--- config.mk ---
export PLATFORM = sky130hd
export DESIGN_NAME = coherence_bus_ctrl_flat
export DESIGN_NICKNAME = d
export VERILOG_FILES = /design/src/rtl/coherence_pkg.sv /design/src/rtl/coherence_bus_ctrl_if.sv /design/src/rtl/coherence_bus_ctrl_rr_arbiter.sv /design/src/rtl/coherence_bus_ctrl.sv /design/src/flat_wrapper.sv
export SDC_FILE = /design/constraint.sdc
export NUM_CORES = 1
export LEC_CHECK = 0
export ABC_AREA = 0
export CAP_MARGIN = 20
export CORE_AREA = 2 2 145 147
export CTS_CLUSTER_DIAMETER = 60
export DETAILED_ROUTE_END_ITERATION = 8
export DIE_AREA = 0 0 147 149
export GPL_TIMING_DRIVEN = 0
export HOLD_SLACK_MARGIN = 0.1
export SLEW_MARGIN = 20
export SYNTH_ARGS = -nofsm -noshare
export SYNTH_HDL_FRONTEND = slang
export SYNTH_HIERARCHICAL = 1
export SYNTH_SLANG_ARGS = --single-unit
export TNS_END_PERCENT = 30
--- constraint.sdc ---
create_clock -name CLK -period 2.6 [get_ports CLK]
set_clock_uncertainty 0.05 [all_clocks]
set_input_delay 0.65 -clock CLK [delete_from_list [all_inputs] [get_ports CLK]]
set_output_delay 0.65 -clock CLK [all_outputs]
set_load 0.05 [all_outputs]
--- src/rtl/coherence_pkg.sv ---
// Shared types and helpers for the two-cache coherence bus controller.
package coherence_pkg;

   localparam int NCPU      = 2;
   localparam int WORD_W    = 32;
   localparam int BLK_OFF_W = 3;

   typedef logic [WORD_W-1:0] word_t;
   typedef logic              cpuid_t;

   typedef enum logic [2:0] {
      IDLE,
      SNOOP,
      LD1,
      LD2,
      WB1,
      WB2,
      FWD1,
      FWD2
   } bus_state_t;

   // Word address of one word inside the 2-word block containing addr.
   function automatic word_t blkaddr(input word_t addr, input logic word);
      return {addr[WORD_W-1:BLK_OFF_W], word, 2'b00};
   endfunction

endpackage

--- src/rtl/coherence_bus_ctrl_if.sv ---
// Cache-side and memory-side signals of the coherence bus.
interface coherence_bus_ctrl_if;
   import coherence_pkg::*;

   logic [NCPU-1:0]  dREN;
   logic [NCPU-1:0]  dWEN;
   word_t [NCPU-1:0] daddr;
   word_t [NCPU-1:0] dstore;
   logic [NCPU-1:0]  cctrans;
   logic [NCPU-1:0]  ccwrite;
   logic [NCPU-1:0]  dwait;
   word_t [NCPU-1:0] dload;
   logic [NCPU-1:0]  ccwait;
   logic [NCPU-1:0]  ccinv;
   word_t [NCPU-1:0] ccsnoopaddr;

   logic  mem_ren;
   logic  mem_wen;
   word_t mem_addr;
   word_t mem_wdata;
   word_t mem_rdata;
   logic  mem_ready;

   modport master (
      input  dREN, dWEN, daddr, dstore, cctrans, ccwrite, mem_rdata, mem_ready,
      output dwait, dload, ccwait, ccinv, ccsnoopaddr,
             mem_ren, mem_wen, mem_addr, mem_wdata
   );

   modport slave (
      output dREN, dWEN, daddr, dstore, cctrans, ccwrite, mem_rdata, mem_ready,
      input  dwait, dload, ccwait, ccinv, ccsnoopaddr,
             mem_ren, mem_wen, mem_addr, mem_wdata
   );

endinterface

--- src/rtl/coherence_bus_ctrl_rr_arbiter.sv ---
// Two-way round-robin arbiter; the pointer moves past the winner when a grant is taken.
module rr_arbiter
   import coherence_pkg::*;
(
   input  logic       CLK,
   input  logic       RST,
   input  logic [1:0] req,
   input  logic       take,
   output logic [1:0] gnt,
   output cpuid_t     gnt_id,
   output logic       gnt_valid
);

   cpuid_t rr_ptr;

   // Pick the pointed-to requester first, otherwise the other one.
   always_comb begin
      gnt_id    = rr_ptr;
      gnt_valid = |req;
      if (!req[rr_ptr]) begin
         gnt_id = ~rr_ptr;
      end
      gnt = gnt_valid ? (2'b01 << gnt_id) : 2'b00;
   end

   // Pointer update: the loser of this grant gets priority next time.
   always_ff @(posedge CLK) begin
      if (RST) begin
         rr_ptr <= 1'b0;
      end else if (take && gnt_valid) begin
         rr_ptr <= ~gnt_id;
      end
   end

endmodule

--- src/rtl/coherence_bus_ctrl.sv ---
// Shared-bus controller: arbitrates two dcaches, snoops the other cache and routes
// 2-word block loads, writebacks and cache-to-cache forwards to a single-port memory.
//
// state | meaning
// IDLE  | no transaction; arbitrate dREN|dWEN
// SNOOP | snoop the other cache, decide forward vs memory load
// LD1   | memory read of block word 0 to requester
// LD2   | memory read of block word 1 to requester
// WB1   | requester writes first word to memory
// WB2   | requester writes second word to memory
// FWD1  | snooper word 0 goes to memory and requester
// FWD2  | snooper word 1 goes to memory and requester
module coherence_bus_ctrl
   import coherence_pkg::*;
(
   input logic                  CLK,
   input logic                  RST,
   coherence_bus_ctrl_if.master bus
);

   bus_state_t state, next_state;
   cpuid_t     req_id, next_req_id;
   cpuid_t     oth;
   logic [1:0] gnt;
   cpuid_t     gnt_id;
   logic       gnt_valid;
   logic       take;
   logic       unused_cctrans;

   assign unused_cctrans = ^bus.cctrans;
   assign take           = (state == IDLE);
   assign oth            = ~req_id;

   rr_arbiter u_arb (
      .CLK       (CLK),
      .RST       (RST),
      .req       (bus.dREN | bus.dWEN),
      .take      (take),
      .gnt       (gnt),
      .gnt_id    (gnt_id),
      .gnt_valid (gnt_valid)
   );

   // State and granted-requester registers.
   always_ff @(posedge CLK) begin
      if (RST) begin
         state  <= IDLE;
         req_id <= 1'b0;
      end else begin
         state  <= next_state;
         req_id <= next_req_id;
      end
   end

   // Next-state decode and all bus/memory outputs.
   always_comb begin
      next_state      = state;
      next_req_id     = req_id;
      bus.dwait       = '1;
      bus.dload       = '0;
      bus.ccwait      = '0;
      bus.ccinv       = '0;
      bus.ccsnoopaddr = '0;
      bus.mem_ren     = 1'b0;
      bus.mem_wen     = 1'b0;
      bus.mem_addr    = '0;
      bus.mem_wdata   = '0;
      case (state)
         IDLE: begin
            if (gnt_valid) begin
               next_req_id = gnt_id;
               next_state  = (|(gnt & bus.dWEN)) ? WB1 : SNOOP;
            end
         end
         SNOOP: begin
            bus.ccwait[oth]      = 1'b1;
            bus.ccsnoopaddr[oth] = blkaddr(bus.daddr[req_id], 1'b0);
            bus.ccinv[oth]       = bus.ccwrite[req_id];
            next_state           = bus.ccwrite[oth] ? FWD1 : LD1;
         end
         LD1, LD2: begin
            bus.mem_ren          = 1'b1;
            bus.mem_addr         = blkaddr(bus.daddr[req_id], state == LD2);
            bus.dload[req_id]    = bus.mem_rdata;
            bus.dwait[req_id]    = ~bus.mem_ready;
            if (bus.mem_ready) begin
               next_state = (state == LD1) ? LD2 : IDLE;
            end
         end
         WB1, WB2: begin
            bus.mem_wen          = 1'b1;
            bus.mem_addr         = bus.daddr[req_id];
            bus.mem_wdata        = bus.dstore[req_id];
            bus.dwait[req_id]    = ~bus.mem_ready;
            if (bus.mem_ready) begin
               next_state = (state == WB1) ? WB2 : IDLE;
            end
         end
         FWD1, FWD2: begin
            bus.ccwait[oth]      = 1'b1;
            bus.ccsnoopaddr[oth] = blkaddr(bus.daddr[req_id], 1'b0);
            bus.ccinv[oth]       = bus.ccwrite[req_id];
            // Wait for the snooper to present its dirty word before touching memory.
            if (bus.dWEN[oth]) begin
               bus.mem_wen       = 1'b1;
               bus.mem_addr      = bus.daddr[oth];
               bus.mem_wdata     = bus.dstore[oth];
               bus.dload[req_id] = bus.dstore[oth];
               bus.dwait[req_id] = ~bus.mem_ready;
               bus.dwait[oth]    = ~bus.mem_ready;
               if (bus.mem_ready) begin
                  next_state = (state == FWD1) ? FWD2 : IDLE;
               end
            end
         end
         default: next_state = IDLE;
      endcase
   end

endmodule
--- src/flat_wrapper.sv ---
// flat-port wrapper written by rule: the top's interface ports become plain ports
module coherence_bus_ctrl_flat import coherence_pkg::*;
  (CLK, RST, bus_dREN, bus_dWEN, bus_daddr, bus_dstore, bus_cctrans, bus_ccwrite, bus_mem_rdata, bus_mem_ready, bus_dwait, bus_dload, bus_ccwait, bus_ccinv, bus_ccsnoopaddr, bus_mem_ren, bus_mem_wen, bus_mem_addr, bus_mem_wdata);
  coherence_bus_ctrl_if bus_i ();
  input logic CLK;
  input logic RST;
  input wire logic [$bits(bus_i.dREN)-1:0] bus_dREN;
  input wire logic [$bits(bus_i.dWEN)-1:0] bus_dWEN;
  input wire logic [$bits(bus_i.daddr)-1:0] bus_daddr;
  input wire logic [$bits(bus_i.dstore)-1:0] bus_dstore;
  input wire logic [$bits(bus_i.cctrans)-1:0] bus_cctrans;
  input wire logic [$bits(bus_i.ccwrite)-1:0] bus_ccwrite;
  input wire logic [$bits(bus_i.mem_rdata)-1:0] bus_mem_rdata;
  input wire logic [$bits(bus_i.mem_ready)-1:0] bus_mem_ready;
  output wire logic [$bits(bus_i.dwait)-1:0] bus_dwait;
  output wire logic [$bits(bus_i.dload)-1:0] bus_dload;
  output wire logic [$bits(bus_i.ccwait)-1:0] bus_ccwait;
  output wire logic [$bits(bus_i.ccinv)-1:0] bus_ccinv;
  output wire logic [$bits(bus_i.ccsnoopaddr)-1:0] bus_ccsnoopaddr;
  output wire logic [$bits(bus_i.mem_ren)-1:0] bus_mem_ren;
  output wire logic [$bits(bus_i.mem_wen)-1:0] bus_mem_wen;
  output wire logic [$bits(bus_i.mem_addr)-1:0] bus_mem_addr;
  output wire logic [$bits(bus_i.mem_wdata)-1:0] bus_mem_wdata;
  assign bus_i.dREN = bus_dREN;
  assign bus_i.dWEN = bus_dWEN;
  assign bus_i.daddr = bus_daddr;
  assign bus_i.dstore = bus_dstore;
  assign bus_i.cctrans = bus_cctrans;
  assign bus_i.ccwrite = bus_ccwrite;
  assign bus_i.mem_rdata = bus_mem_rdata;
  assign bus_i.mem_ready = bus_mem_ready;
  assign bus_dwait = bus_i.dwait;
  assign bus_dload = bus_i.dload;
  assign bus_ccwait = bus_i.ccwait;
  assign bus_ccinv = bus_i.ccinv;
  assign bus_ccsnoopaddr = bus_i.ccsnoopaddr;
  assign bus_mem_ren = bus_i.mem_ren;
  assign bus_mem_wen = bus_i.mem_wen;
  assign bus_mem_addr = bus_i.mem_addr;
  assign bus_mem_wdata = bus_i.mem_wdata;
  coherence_bus_ctrl u_core (.CLK(CLK), .RST(RST), .bus(bus_i));
endmodule
==> metrics.txt, run 1 <==
status=complete, but fails checks; failing checks=setup timing; DR vias=about 4,700; Top FF cell, synth=dfxtp_1; Worst path slowest cell=dfxtp_4; Slew @ Worst Pin=544.4 ps; first-iteration detailed-routing DRC count=240; WP data required=1900 ps; maximum VDD drop=around 0.30 mV; power share of the combinational group=a little over 90%; Filler cells=2,143; met2 wire len=10,260 µm; unrepaired setup endpoints after global routing=yes; CTS Buf Count=3; CTS sink count=5; internal cell power=2.293 mW; Final Setup Violations=47; Cells after Synth=375; Slowest Stage Delay on Critical Path=390 ps; clock transition at the registers of the reported paths=30 ps; Avg Inst Size Synth=approximately 7.0 µm²; CP top delay family=buffers and inverters; Net Sw Power=3.213 mW; max-cap viol count=0; Critical Path, Cell by Cell=buf_4, ha_2, nor2b_4, nor2b_2, buf_4, a22o_1, buf_6; stages on the worst setup path=7; antenna viol nets, final=0; Hold Crit Depth=2; Period minus WS final=around 2700 ps; initial antenna violation count=0; FF+latch count, synth=5; Unique masters post-synth=44; die height=149 µm; worst-case clock buffer depth=2; # DRC=0; largest net degree at the start of global routing=11; CP max FO=10; P&R area growth vs syn=191.9%; first-pass GRT wire length=about 29,000 µm; final core utilization=37.34%; Seq/Total Area, Yosys=around 3.8%; TritonRoute pass-1 iters=4; Setup CP Type=flop to primary output; CP bufs+invs=3; asr flop ratio synth=0%; setup ws final=-100.5 ps; Clk Latency, worst-skew pair=220 ps; startpoint types=flop; Core ar.=between 20,000 and 25,000 µm²; met3 wire length=around 1600 µm; YS warnings=6; final wirelength=20,430 µm; Clock power frac=4.5%; Reg2Reg Depth=8; WL/cell=19.31 µm; Placer Congestion=0.8365; Tot GR Track Use=16.73%; Max Used Layer=met4; IO buf count=362; fmax=0.3703 GHz; sequential share of power=3.1%; CTS tree=yes; initial core utilization=12.79%; Max Slew Vio Count=0; max_slew headroom=63.43%; die width=147 µm; Final Cycle Share=103.9%; CTS H-tree lvls=1; die area=21,900 µm²; Setup crit end kind=primary output; Post-Syn Area=2630 µm²; Crit path arrival time=~2000 ps; detailed-route vias per instance=4.453; r2r startpoint=u_core/state[1]$_SDFFE_PP0P_; Placement Setup Slack=-1369 ps; Lkg Pwr=~3.2 nW; GR Overflow Total=0; Hold Crit Start=u_core/state[0]$_SDFFE_PP0P_; Post-synth EDFFs=0; final hold viol count=0; I/O pins=371; share of cells above drive strength 1=49.49%; fin nets=960; Root Buffer=clkbuf_16; Detail Placement HPWL=about 16,000 µm; worst min-delay path class=flop to flop; most frequent CP cell=buf_4; crit path from=u_core/state[1]$_SDFFE_PP0P_; std cell rows=53; Net Sw Frac=58.35%; vias in the first global route=between 4,000 and 5,000; PD cells=717.3 nW/µm²; Tot Pwr=about 5.5 mW; wl on met1=8447 µm; CTS Hold Buffers Added=0; final hold slack=471.3 ps
## kinds of logic after synthesis
logic type | after synthesis | synth area share (%)
adders and majority gates | 6 | 2.854
AOI/OAI and AO/OA | 166 | 51.00
other | 1 | 0.1426
DFF | 5 | 3.806
and+or+nand+nor | 140 | 28.40
muxes | 5 | 2.093
buffers and inverters | 52 | 11.70
## cell usage after synthesis, types with 2 or more instances
cell      count  area (µm²)
or2_2         3       18.77
clkbuf_1      5       18.77
a32oi_1       2       17.52
o211ai_1      3       22.52
or2_1         2       12.51
a211oi_1      6       45.04
a221oi_1      5       43.79
buf_4         7       52.55
buf_6         7       78.83
mux2i_1       4       40.04
ha_1          6       75.07
nand3_1       4       20.02
or3_1         2       12.51
and2_1       62       387.9
inv_1         6       22.52
a21oi_1      10       50.05
nor2_1       42       157.7
nand2_1      14       52.55
a22o_1       81       709.4
nor3_1        2       10.01
o21ai_0       4       20.02
a21o_4        2       30.03
buf_2        27       135.1
a22oi_1      43       322.8
nor2b_1       2       12.51
o21ai_1       2       10.01
dfxtp_1       5       100.1
## metal layers
layer,up-vias,GRT usage [%]
met5,-,0
met2,214,30.26
li1,2237,-
met1,2251,21.14
met3,9,3.272
met4,0,2.260
## final timing paths
kind | slack [ps] | to
max reg2reg | 640 | u_core/state[0]$_SDFFE_PP0P_
min | 470 | u_core/state[0]$_SDFFE_PP0P_
max | -100 | bus_dload[8]
min reg2reg | 470 | u_core/state[0]$_SDFFE_PP0P_
## tightest hold or removal path, cell delays in order (launching register included)
cell	delay, ps
dfxtp_2	350
nand2_1	70
a21oi_1	60
## per-stage QoR
stage / area, µm² / std cells / setup TNS (ps)
after global routing: 7674 / 1057 / -6627
final: 7676 / 1058 / -2733
after detailed placement: 6763 / 1017 / -182960
after CTS: 7179 / 1048 / -10220
after global placement: 6763 / 1017 / -184230
after floorplan: 2795 / 380 / -8447
## placed cells by master, fill, tap and decap left out, drive strengths merged, types with 5 or more instances in the layout
cell,instances
buf,224
clkdlybuf4s50,167
a22o,81
and2,62
clkbuf,52
a22oi,43
nor2,43
nand2,14
a21oi,11
o21ai,7
conb,6
a211oi,6
ha,6
clkdlybuf4s15,5
a221oi,5
inv,5
or2,5
dfxtp,5
## cell type report
class | instances | area (µm²) | area share, %
repair buffers | 400 | 3891 | 50.69
multi-input cells | 323 | 2768 | 36.06
plain buffers | 44 | 451.7 | 5.884
well taps | 275 | 344.1 | 4.482
flip-flops and latches | 5 | 108.9 | 1.418
clock buffers | 4 | 78.83 | 1.027
inverters | 6 | 31.28 | 0.4075
diodes | 1 | 2.502 | 0.03260
## power groups by stage
stage	clock (mW)	sequential, mW	combinational [mW]
after floorplan	0	0.146	2.74
after global placement	0	0.159	4.28
after detailed placement	0	0.159	4.27
after CTS	0.255	0.162	4.81
after global routing	0.261	0.175	5.31
final	0.249	0.168	5.09
## sequential cells by signal (all words and copies together) (netlist names)
| name | cells |
|---|---|
| u_core/state | 3 |
| u_core/req_id | 1 |
| u_core/u_arb/rr_ptr | 1 |
## what timing repair did
| item | CTS | global route |
|---|---|---|
| hold endpoints to repair | 0 | 0 |
| resized for setup | 1256 | 150 |
| pin swaps | 40 | 35 |
| endpoints found under the setup margin | 194 | 193 |
| setup buffers | 24 | 8 |
| cloned | 3 | 3 |
(Power assumes the default switching activity.)
==> run 2: changes to the inputs <==
PLACE_DENSITY = 0.51   (was default)
==> metrics.txt, run 2 (synthesized netlist as in run 1, its figures left out) <==
initial antenna violation count=0; clock transition at the registers of the reported paths=approximately 30 ps; Clk Latency, worst-skew pair=around 230 ps; final wirelength=between 20,000 and 25,000 µm; sequential share of power=2.9%; Net Sw Frac=56.56%; max-cap viol count=0; reg-to-reg slack, setup=730 ps; die width=147 µm; r2r startpoint=u_core/state[2]$_SDFFE_PP0P_; TritonRoute pass-1 iters=4; largest net degree at the start of global routing=11; Lkg Pwr=3.315 nW; Setup CP Type=flop to primary output; CTS sink count=5; placed instance area=a little under 7000 µm²; Non-Filler Instances=1,063; vias in the first global route=between 4,000 and 5,000; setup ws final=-161.7 ps; commonest non-fill, non-tap cell in the layout=clkdlybuf4s50_1; status=complete, but fails checks; final hold slack=487.8 ps; unrepaired setup endpoints after global routing=yes; failing checks=setup timing; maximum VDD drop=~0.27 mV; most frequent cells in the layout=clkdlybuf4s50_1 (167), buf_6 (157), a22o_1 (69), buf_4 (62), and2_1 (51); Placed Instances=between 1,000 and 1,500; first-iteration detailed-routing DRC count=115; initial core utilization=12.79%; fin nets=966; worst-case clock buffer depth=2; Net Sw Power=about 3.2 mW; Slew @ Worst Pin=563.3 ps; max_slew headroom=62.45%; Max Slew Vio Count=0; first-pass GRT wire length=29,530 µm; PD cells=~720 nW/µm²; Crit path arrival time=between 2000 and 2500 ps; final core utilization=39.04%; die area=21,900 µm²; CTS Buf Count=3; std cell rows=53; worst min-delay path class=flop to flop; Core ar.=20,560 µm²; Reg2Reg Depth=7; Detail Placement HPWL=16,310 µm; share of cells above drive strength 1=51.52%; post-route cell area=roughly 8000 µm²; die height=approximately 150 µm; Tot GR Track Use=approximately 17%; Final Setup Violations=approximately 70; final hold viol count=0; DR vias=4,696; CP max FO=8; CTS tree=yes; P&R area growth vs syn=205.2%; antenna cells=0; GR Overflow Total=0; I/O pins=between 300 and 400; Regs by FF count=u_core/state (3), u_core/req_id (1), u_core/u_arb/rr_ptr (1); largest reg by FF count=u_core/state; Clock power frac=4.4%; Placer Congestion=0.8070; WL/cell=19.57 µm; startpoint types=flop; max reg flops=3; IO buf count=362; CTS H-tree lvls=1; Final Cycle Share=106.2%; Period minus WS final=around 2800 ps; fmax=about 0.36 GHz; # DRC=0; Tot Pwr=5.745 mW; Root Buffer=clkbuf_16; internal cell power=roughly 2.5 mW; Total Neg Setup Slack=-4290 ps; CP Capture Point=bus_mem_addr[17]; antenna viol nets, final=0; crit path from=u_core/state[1]$_SDFFE_PP0P_; WP data required=~1900 ps; FF-to-FF End=u_core/state[0]$_SDFFE_PP0P_; detailed-route vias per instance=4.418; Setup crit end kind=primary output; power share of the combinational group=92.6%; Placement Setup Slack=-1411 ps
==> run 2: cell types whose count changed in the layout (fill, tap and decap cells not counted), sizes merged <==
cell and change:
buf +35, clkdlybuf4s15 -4, diode -1, clkbuf -25
==> run 2: per-layer routing <==
| metal | track usage, % | vias to the layer above | part of all wire (%) |
|---|---|---|---|
| li1 | - | 2243 | - |
| met4 | 3.077 | 0 | 2.0 |
| met1 | 20.91 | 2184 | 40 |
| met5 | 0 | - | 0 |
| met2 | 31.76 | 244 | 51 |
| met3 | 3.761 | 25 | 7.8 |
==> run 2: worst min-delay path by stage <==
stage,from,end,slack (ps),depth (start not counted)
5_1_grt,u_core/state[0]$_SDFFE_PP0P_,u_core/state[0]$_SDFFE_PP0P_,530,2
2_1_floorplan,u_core/state[0]$_SDFFE_PP0P_,u_core/state[0]$_SDFFE_PP0P_,440,2
6_report,u_core/state[0]$_SDFFE_PP0P_,u_core/state[0]$_SDFFE_PP0P_,490,2
4_1_cts,u_core/state[0]$_SDFFE_PP0P_,u_core/state[0]$_SDFFE_PP0P_,490,2
3_3_place_gp,u_core/state[0]$_SDFFE_PP0P_,u_core/state[0]$_SDFFE_PP0P_,510,2
3_5_place_dp,u_core/state[0]$_SDFFE_PP0P_,u_core/state[0]$_SDFFE_PP0P_,510,2
==> run 2: worst max-delay path: stages (launching register included) <==
cell       delay (ps)
dfxtp_4           360
buf_6             130
ha_4              170
or2_4             260
a21o_4            290
clkbuf_16         180
a22oi_2           170
nor2_1             80
buf_6             180
==> run 2: what timing repair did <==
action	CTS	global route
setup endpoints to repair	194	193
hold buffers	0	0
setup buffers	22	16
gates resized for setup	1272	241
pin swaps	22	60
gates cloned	2	4
==> run 2: power by group through the flow <==
stage	registers (mW)	logic [mW]	clock network [mW]
6_report	0.168	5.32	0.255
5_1_grt	0.171	5.58	0.271
4_1_cts	0.156	4.77	0.262
3_5_place_dp	0.160	4.28	0
3_3_place_gp	0.160	4.28	0
2_1_floorplan	0.146	2.74	0
==> run 2: cell type report <==
cell class                 count  area [µm²]
timing repair buffer         406        4135
multi-input combinational    323        2826
inverter                       6       31.28
fill                        2064       12530
clock buffer                   4       78.83
tap                          275       344.1
buffer                        44       501.7
sequential                     5       108.9
